### src/rtl/multiword_add_seq.sv
// rtl/multiword_add_seq.sv - WORDS*WIDTH-bit add/sub built by time-multiplexing one external WIDTH-bit adder
module multiword_add_seq #(
    parameter int WIDTH = 32,
    parameter int WORDS = 4
) (
    input  logic                   clk,
    input  logic                   rst,
    input  logic                   in_valid,
    output logic                   in_ready,
    input  logic [WORDS*WIDTH-1:0] op_a,
    input  logic [WORDS*WIDTH-1:0] op_b,
    input  logic                   sub,
    output logic                   out_valid,
    input  logic                   out_ready,
    output logic [WORDS*WIDTH-1:0] result,
    output logic                   carry_out,
    output logic                   overflow,
    output logic [WIDTH-1:0]       adder_a,
    output logic [WIDTH-1:0]       adder_b,
    output logic                   adder_cin,
    input  logic [WIDTH-1:0]       adder_s,
    input  logic                   adder_cout
);

    localparam int IW  = (WORDS > 1) ? $clog2(WORDS) : 1;
    localparam int MSB = WORDS*WIDTH-1;
    localparam logic [IW-1:0] LAST = IW'(WORDS-1);

    typedef enum logic [1:0] {IDLE, RUN, DONE} state_t;

    state_t                 state, state_next;
    logic [IW-1:0]          idx;
    logic                   carry;
    logic [WORDS*WIDTH-1:0] a_reg, b_reg;
    logic                   sub_reg;
    logic                   a_msb, b_eff_msb;

    assign a_msb     = a_reg[MSB];
    assign b_eff_msb = b_reg[MSB] ^ sub_reg;

    always_ff @(posedge clk) begin
        if (rst) state <= IDLE;
        else     state <= state_next;
    end

    always_comb begin
        state_next = state;
        in_ready   = 1'b0;
        out_valid  = 1'b0;
        adder_a    = '0;
        adder_b    = '0;
        adder_cin  = 1'b0;
        case (state)
            IDLE: begin
                in_ready = 1'b1;
                if (in_valid) state_next = RUN;
            end
            RUN: begin
                adder_a   = a_reg[int'(idx)*WIDTH +: WIDTH];
                adder_b   = b_reg[int'(idx)*WIDTH +: WIDTH] ^ {WIDTH{sub_reg}};
                adder_cin = carry;
                if (idx == LAST) state_next = DONE;
            end
            DONE: begin
                out_valid = 1'b1;
                if (out_ready) state_next = IDLE;
            end
            default: state_next = IDLE;
        endcase
    end

    always_ff @(posedge clk) begin
        if (rst) begin
            idx       <= '0;
            carry     <= 1'b0;
            result    <= '0;
            carry_out <= 1'b0;
            overflow  <= 1'b0;
            a_reg     <= '0;
            b_reg     <= '0;
            sub_reg   <= 1'b0;
        end else begin
            case (state)
                IDLE: begin
                    if (in_valid) begin
                        a_reg   <= op_a;
                        b_reg   <= op_b;
                        sub_reg <= sub;
                        idx     <= '0;
                        carry   <= sub;
                    end
                end
                RUN: begin
                    result[int'(idx)*WIDTH +: WIDTH] <= adder_s;
                    carry <= adder_cout;
                    idx   <= idx + IW'(1);
                    if (idx == LAST) begin
                        // Final word: its sum MSB is the result sign bit.
                        carry_out <= adder_cout;
                        overflow  <= (a_msb == b_eff_msb) && (adder_s[WIDTH-1] != a_msb);
                        idx       <= '0;
                    end
                end
                default: ;
            endcase
        end
    end

endmodule

### config.mk
export PLATFORM = sky130hd
export DESIGN_NAME = multiword_add_seq
export DESIGN_NICKNAME = d
export VERILOG_FILES = /design/src/rtl/multiword_add_seq.sv
export SDC_FILE = /design/constraint.sdc
export NUM_CORES = 1
export LEC_CHECK = 0
export BUFFER_PORTS_ARGS = -buffer_cell sky130_fd_sc_hd__clkbuf_2
export CORE_AREA = 2 2 192 194
export CTS_BUF_LIST = sky130_fd_sc_hd__clkbuf_8
export CTS_CLUSTER_DIAMETER = 150
export CTS_CLUSTER_SIZE = 20
export DETAILED_ROUTE_END_ITERATION = 8
export DIE_AREA = 0 0 194 196
export PLACE_DENSITY = 0.7
export SETUP_SLACK_MARGIN = 0.02
export SKIP_LAST_GASP = 1
export SLEW_MARGIN = 10
export SYNTH_ARGS = -nofsm -noshare
export SYNTH_HDL_FRONTEND = slang
export SYNTH_SLANG_ARGS = --single-unit
### constraint.sdc
create_clock -name clk -period 6.66 [get_ports clk]
set_input_delay 1.332 -clock clk [delete_from_list [all_inputs] [get_ports clk]]
set_output_delay 1.332 -clock clk [all_outputs]
set_load 0.1 [all_outputs]
==> results.sh, run 1 <==
export IMPL_hold_path_class="flip-flop to flip-flop"
export IMPL_critPathSlowestCell="nand2_1"
export IMPL_fin_nets=2372
export IMPL_first_iter_violations=882
export IMPL_worstSetupStartpointType="flip-flop"
export IMPL_ios=491
export IMPL_cts_hold_buf=0
export IMPL_layout_drive_gt1_share=0.296
export IMPL_routed_via_density=5.40
export IMPL_max_freq_mhz=200
export IMPL_drv_cap=0
export IMPL_rr_startpoint="idx[0]"
export IMPL_timing_slew_headroom=0.170
export IMPL_syn_area_per_cell_um2=9.28
export IMPL_worstSetupPathDepth=5
export IMPL_cts_made_buffers=23
export IMPL_cts_tree="done"
export IMPL_antenna_found_initial=5
export IMPL_grt_pass1_vias=13262
export IMPL_drv_slew=0
export IMPL_hold_path_cell_count=2
export IMPL_core_area_um2=36100
export IMPL_fin_util=0.511
export IMPL_seq_area_frac_synth=0.500
export IMPL_place_gp_congestion=0.908
export IMPL_ys_ff_latch=392
export IMPL_cp_data_required_time_ns=5.33
export IMPL_crit_arrival_ns=3.66
export IMPL_ir_drop_mv=0.192
export IMPL_crit_start="state[0]"
export IMPL_htreeDepth=1
export IMPL_rows=70
export IMPL_firstDrtPassIters=5
export IMPL_clock_path_buffers=3
export IMPL_syn_nets=1992
export IMPL_slowest_delay_ns=0.81
export IMPL_cp_num_buf_inv=2
export IMPL_clk_insertion_delay_late_ns=0.61
export IMPL_synthCells=1693
export IMPL_dp_hpwl_mm=32.7
export IMPL_power_density_nw_per_um2=238
export IMPL_layout_common_cells="nand2_1, clkbuf_2, dfxtp_1"
export IMPL_wl_per_cell_um=18.7
export IMPL_r2r_cells=5
export IMPL_r2r_end="result[104]"
export IMPL_power_total_mw=4.39
export IMPL_ys_async_sr_fraction=0
export IMPL_synth_area_leaders="dfxtp_1, nand2_1, a21oi_1"
export IMPL_post_cts_resized=0
export IMPL_leakagePower_nw=7.65
export IMPL_antenna_left=0
export IMPL_worstSetupPathType="flip-flop to output port"
export IMPL_timing_final_crit_share=0.749
export IMPL_timing_hold_ws_ns=0.458
export IMPL_overflow=0
export IMPL_grt_usage=0.239
export IMPL_dp_slack_ns=2.31
export IMPL_start_util=0.435
export IMPL_synth_area_um2=15700
export IMPL_root_buffer="clkbuf_8"
export IMPL_cts_setup_buffers=0
export IMPL_yosysWarnings=0
export IMPL_end_kind="output port"
export IMPL_route_detailed_drc=0
export IMPL_rsz0062_at_grt="no"
export IMPL_synth_ff_type="dfxtp_1"
export IMPL_grt_pass1_wl_mm=73.6
export IMPL_layout_commonest_cell="nand2_1"
export IMPL_status="finished, final reports clean"
export IMPL_fin_ws_ns=1.67
export IMPL_path_max_fanout=43
export IMPL_placed_cells=2516
export IMPL_netlist_area_leader_share=0.500
export IMPL_dieArea_um2=38000
export IMPL_port_buffers=490
export IMPL_setup_worst_path_end="adder_b[3]"
export IMPL_hold_violations=0
export IMPL_cp_cell_sequence="nor2b_4, buf_4, nand2_1, mux2i_1, clkbuf_2"
export IMPL_r2r_setup_slack_ns=3.05
export IMPL_totalNegativeSetupSlack_ns=0
export IMPL_numClockSinks=392
export IMPL_synth_edf_count=0
export IMPL_routed_wl_mm=47.5
export IMPL_final_area_um2=18400
export IMPL_die_w_um=194
export IMPL_timing_clock_skew_ns=0.0374
export IMPL_yosysTopAreaCell="dfxtp_1"
export IMPL_dpl_cell_area_um2=18100
export IMPL_worstMarginPinSlew_ns=1.24
export IMPL_clk_pin_slew_worst_paths_ns=0.13
export IMPL_area_delta_synth_final_pct=17.3
export IMPL_grt_max_degree=205
export IMPL_crit_family="simple AND/OR/NAND/NOR gates"
export IMPL_die_h_um=196
export IMPL_setup_viol=0
export IMPL_finalCriticalPeriod_ns=4.99
export IMPL_vias=13735
export IMPL_yosysUniqueCellTypes=36
export IMPL_final_cell_count_no_fill=2544
[worst min-delay path by stage]
stage | from | end | slack (ns)
floorplan | a_reg[64] | a_reg[64] | 0.43
global placement | result[27] | result[27] | 0.44
detailed placement | result[5] | result[5] | 0.44
CTS | a_reg[68] | a_reg[68] | 0.46
global route | a_reg[51] | a_reg[51] | 0.48
finish | result[21] | result[21] | 0.46
[report_power, final]
part | switching, mW | total (mW) | internal [mW]
sequential | 0.0829 | 2.54 | 2.46
clock | 0.733 | 1.05 | 0.318
combinational | 0.556 | 0.805 | 0.249
total | 1.37 | 4.39 | 3.02
[worst reg2reg max path, cell delays in order (launching register included)]
cell and delay [ns]:
dfxtp_4 1.05, buf_4 0.57, ha_1 0.49, nand3b_1 0.27, nor3_4 0.87, a32o_1 0.29
[synthesized netlist by cell type (3+ instances only)]
cell type	n
nand2_1	551
dfxtp_1	392
a21oi_1	294
a32o_1	70
mux4_2	64
buf_2	59
clkbuf_1	54
nand3_1	36
and2_1	33
mux2i_1	33
a22o_1	26
buf_6	24
buf_1	7
buf_4	7
ha_1	5
nor2b_1	5
a21oi_2	3
inv_1	3
nand2b_1	3
nand3b_1	3
nor2_1	3
[logic make-up (layout without fill, tap and decap cells)]
family                   count (synthesis)  in the layout  share of synthesized area
AND/OR/NAND/NOR                        647            647                      0.172
adder cells (fa/ha/maj)                  5              5                    0.00398
buffers and inverters                  155            536                     0.0550
XOR/XNOR                                 1              1                   0.000558
other                                    0              2                          0
AO/OA/AOI/OAI                          396            396                      0.156
multiplexers                            97             97                      0.113
flip-flops                             392            392                      0.500
[final cells by class]
cell class	count	area, um^2
inverter	3	11.3
multi-input combinational	1146	7030
clock buffer	23	317
timing repair buffer	507	2620
fill	3401	17700
clock inverter	3	16.3
sequential	392	7860
antenna	2	5.00
tap	468	586
[layer usage]
layer  wire length (um)  GRT usage  vias up
met2              22400      0.398      499
met3               3970     0.0609       92
met4               1600     0.0842        6
li1                   -          -     6578
met1              19400      0.303     6560
met5                 35          0        -
Power figures use the tool's default switching activity.
==> run 2, diff against run 1 <==
--- a/config.mk
+++ b/config.mk
@@ -5,14 +5,15 @@
 export SDC_FILE = /design/constraint.sdc
 export NUM_CORES = 1
 export LEC_CHECK = 0
+export ABC_AREA = 1
 export BUFFER_PORTS_ARGS = -buffer_cell sky130_fd_sc_hd__clkbuf_2
-export CORE_AREA = 2 2 192 194
+export CORE_AREA = 2 2 190 192
 export CTS_BUF_LIST = sky130_fd_sc_hd__clkbuf_8
 export CTS_CLUSTER_DIAMETER = 150
 export CTS_CLUSTER_SIZE = 20
 export DETAILED_ROUTE_END_ITERATION = 8
-export DIE_AREA = 0 0 194 196
-export PLACE_DENSITY = 0.7
+export DIE_AREA = 0 0 192 194
+export PLACE_DENSITY = 0.77
 export SETUP_SLACK_MARGIN = 0.02
 export SKIP_LAST_GASP = 1
 export SLEW_MARGIN = 10
==> constraint.sdc (replaced) <==
create_clock -name clk -period 4.1 [get_ports clk]
set_input_delay 0.82 -clock clk [delete_from_list [all_inputs] [get_ports clk]]
set_output_delay 0.82 -clock clk [all_outputs]
set_load 0.1 [all_outputs]
==> run 2 against run 1 <==
Compared with the run above: worst hold slack gained 0.0087 ns; largest power group unchanged; sequential cell count is the same; cell area up 5.8%; setup slack worse by 1.3 ns; clock skew shrank 0.011 ns; utilization grew 4.3 points; routed wire length up 17%; die area down 2.0%; combinational power is 140% higher; critical endpoint is now adder_a[30]; via count increased by 26%; synthesized cell count increased by 44%.
==> results.sh, run 2 <==
export IMPL_cts_hold_buf=0
export IMPL_timing_hold_ws_ns=0.467
export IMPL_wl_per_cell_um=17.0
export IMPL_firstDrtPassIters=7
export IMPL_ir_drop_mv=0.398
export IMPL_worstMarginPinSlew_ns=1.08
export IMPL_synth_simple_gate_area_frac=0.296
export IMPL_end_kind="output port"
export IMPL_synthXorXnorAreaFrac=0
export IMPL_area_delta_synth_final_pct=17.2
export IMPL_routed_via_density=5.32
export IMPL_first_iter_violations=1368
export IMPL_synthMuxAreaShare=0
export IMPL_setup_viol=0
export IMPL_clk_insertion_delay_late_ns=0.60
export IMPL_grt_util_met2=0.454
export IMPL_numClockSinks=392
export IMPL_yosysUniqueCellTypes=24
export IMPL_netlist_top_cells_count="nor2_1, dfxtp_1, nand2_1"
export IMPL_max_freq_mhz=271
export IMPL_seq_area_frac_synth=0.472
export IMPL_hold_end="a_reg[89]"
export IMPL_place_gp_congestion=0.947
export IMPL_htreeDepth=1
export IMPL_grt_pass1_vias=15867
export IMPL_rr_startpoint="idx[1]"
export IMPL_synth_ff_type="dfxtp_1"
export IMPL_yosysWarnings=0
export IMPL_cp_cell_sequence="buf_4, nor2_1, nor2_1, o21ai_0, a21oi_1, clkbuf_2"
export IMPL_netlist_area_leader_share=0.472
export IMPL_crit_arrival_ns=2.86
export IMPL_fin_nets=3088
export IMPL_crit_top_cell="nor2_1"
export IMPL_syn_nets=2741
export IMPL_dieArea_um2=37200
export IMPL_placed_cells=3225
export IMPL_layout_commonest_cell="nor2_1"
export IMPL_layout_drive_gt1_share=0.202
export IMPL_worstSetupStartpointType="flip-flop"
export IMPL_timing_slew_headroom=0.278
export IMPL_path_max_fanout=73
export IMPL_r2r_end="result[98]"
export IMPL_cts_tree="done"
export IMPL_final_cell_count_no_fill=3254
export IMPL_status="finished, final reports clean"
export IMPL_ios=491
export IMPL_rsz0062_at_grt="no"
export IMPL_grt_max_degree=260
export IMPL_post_synth_top_count_cell="nor2_1"
export IMPL_synth_area_um2=16600
export IMPL_cts_made_buffers=23
export IMPL_routed_wl_mm=55.4
export IMPL_post_cts_resized=0
export IMPL_power_density_nw_per_um2=400
export IMPL_clk_pin_slew_worst_paths_ns=0.14
export IMPL_power_total_mw=7.81
export IMPL_grt_pass1_wl_mm=85.7
export IMPL_rows=69
export IMPL_final_area_um2=19500
export IMPL_syn_area_per_cell_um2=6.81
export IMPL_totalNegativeSetupSlack_ns=0
export IMPL_overflow=0
export IMPL_timing_clock_skew_ns=0.0269
export IMPL_cp_data_required_time_ns=3.28
export IMPL_use_met1=0.384
export IMPL_die_h_um=194
export IMPL_ys_ff_latch=392
export IMPL_min_from="op_a[89]"
export IMPL_start_util=0.472
export IMPL_die_w_um=192
export IMPL_root_buffer="clkbuf_8"
export IMPL_synth_top_family_by_area="simple AND/OR/NAND/NOR gates"
export IMPL_leakagePower_nw=8.54
export IMPL_hold_violations=0
export IMPL_core_area_um2=35200
export IMPL_finalCriticalPeriod_ns=3.68
export IMPL_synthAdderAreaFrac=0.00376
export IMPL_timing_final_crit_share=0.899
export IMPL_dpl_cell_area_um2=19200
export IMPL_slowest_delay_ns=0.66
export IMPL_synth_area_leaders="dfxtp_1, nor2_1, o21ai_0"
export IMPL_antenna_left=0
export IMPL_cp_num_buf_inv=2
export IMPL_synth_compound_area_frac=0.170
export IMPL_dp_hpwl_mm=37.6
export IMPL_layout_common_cells="nor2_1, clkbuf_2, dfxtp_1"
export IMPL_cts_setup_buffers=0
export IMPL_synth_edf_count=0
export IMPL_vias=17299
export IMPL_clock_path_buffers=3
export IMPL_worstSetupPathType="flip-flop to output port"
export IMPL_hold_path_cell_count=3
export IMPL_hold_path_class="input pin to flip-flop"
export IMPL_met3_usage=0.0485
export IMPL_drv_slew=0
export IMPL_r2r_setup_slack_ns=1.06
export IMPL_port_buffers=490
export IMPL_route_detailed_drc=0
export IMPL_yosysTopAreaCell="dfxtp_1"
export IMPL_grt_usage=0.287
export IMPL_synthCells=2442
export IMPL_ys_async_sr_fraction=0
export IMPL_critPathSlowestCell="buf_4"
export IMPL_drv_cap=0
export IMPL_antenna_found_initial=4
export IMPL_busiest_layer="met2"
export IMPL_crit_family="buffers and inverters"
export IMPL_r2r_cells=6
==> run 2: cell count changes after synthesis, moves of 26 or more <==
cell / before / now
a21oi_1: 294 / 199
a22o_1: 26 / 0
a32o_1: 70 / 0
and2_1: 33 / 0
clkbuf_1: 54 / 115
inv_1: 3 / 37
mux2i_1: 33 / 0
mux4_2: 64 / 0
nand2_1: 551 / 382
nand3_1: 36 / 140
nor2_1: 3 / 710
o21ai_0: 0 / 360
==> run 2: worst max path at each step <==
| stage | start | endpoint | slack [ns] | depth (start not counted) |
|---|---|---|---|---|
| 3_3_place_gp | idx[0] | adder_a[30] | 1.09 | 6 |
| 6_report | idx[0] | adder_a[30] | 0.42 | 6 |
| 2_1_floorplan | idx[0] | adder_a[10] | 0.65 | 6 |
| 4_1_cts | idx[0] | adder_a[30] | 0.38 | 6 |
| 3_5_place_dp | idx[0] | adder_a[30] | 1.06 | 6 |
| 5_1_grt | idx[0] | adder_a[30] | 0.30 | 6 |
==> run 2: cells by family after synthesis <==
family | after synthesis
flops | 392
compound gates | 565
fa+ha+maj | 5
simple gates | 1246
buf+inv | 234
==> run 2: worst register-to-register path, cell delays in order (launching register included) <==
cell	delay, ns
dfxtp_2	0.35
buf_4	0.72
ha_1	0.35
nand2_2	0.45
nor2_4	0.80
nand2_1	0.13
a21oi_1	0.16
==> run 2: final cells by class <==
type | instances | area, um^2
fillers | 3523 | 15700
flip-flops and latches | 392 | 7850
multi-input cells | 1816 | 7830
repair buffers | 513 | 2720
well taps | 461 | 577
clock buffers | 23 | 317
inverters | 43 | 176
clock inverters | 2 | 12.5
diodes | 4 | 10.0
==> run 2: per-stage QoR <==
stage	utilization	setup slack, ns
detailed placement	0.544	1.06
floorplan	-	0.646
global placement	0.544	1.09
CTS	0.553	0.380
global route	0.553	0.296
finish	0.553	0.416
==> run 2: layer usage <==
layer | share of wire | vias up
met2 | 0.46 | 761
met1 | 0.41 | 7857
met5 | 0 | -
met4 | 0.046 | 0
li1 | - | 8545
met3 | 0.083 | 136
==> run 2: where the power goes <==
group / leakage, nW / internal [mW] / total [mW] / switching [mW]
Combinational: 5.14 / 0.478 / 1.91 / 1.43
Sequential: 3.23 / 4.06 / 4.19 / 0.131
Clock: 0.175 / 0.516 / 1.71 / 1.19
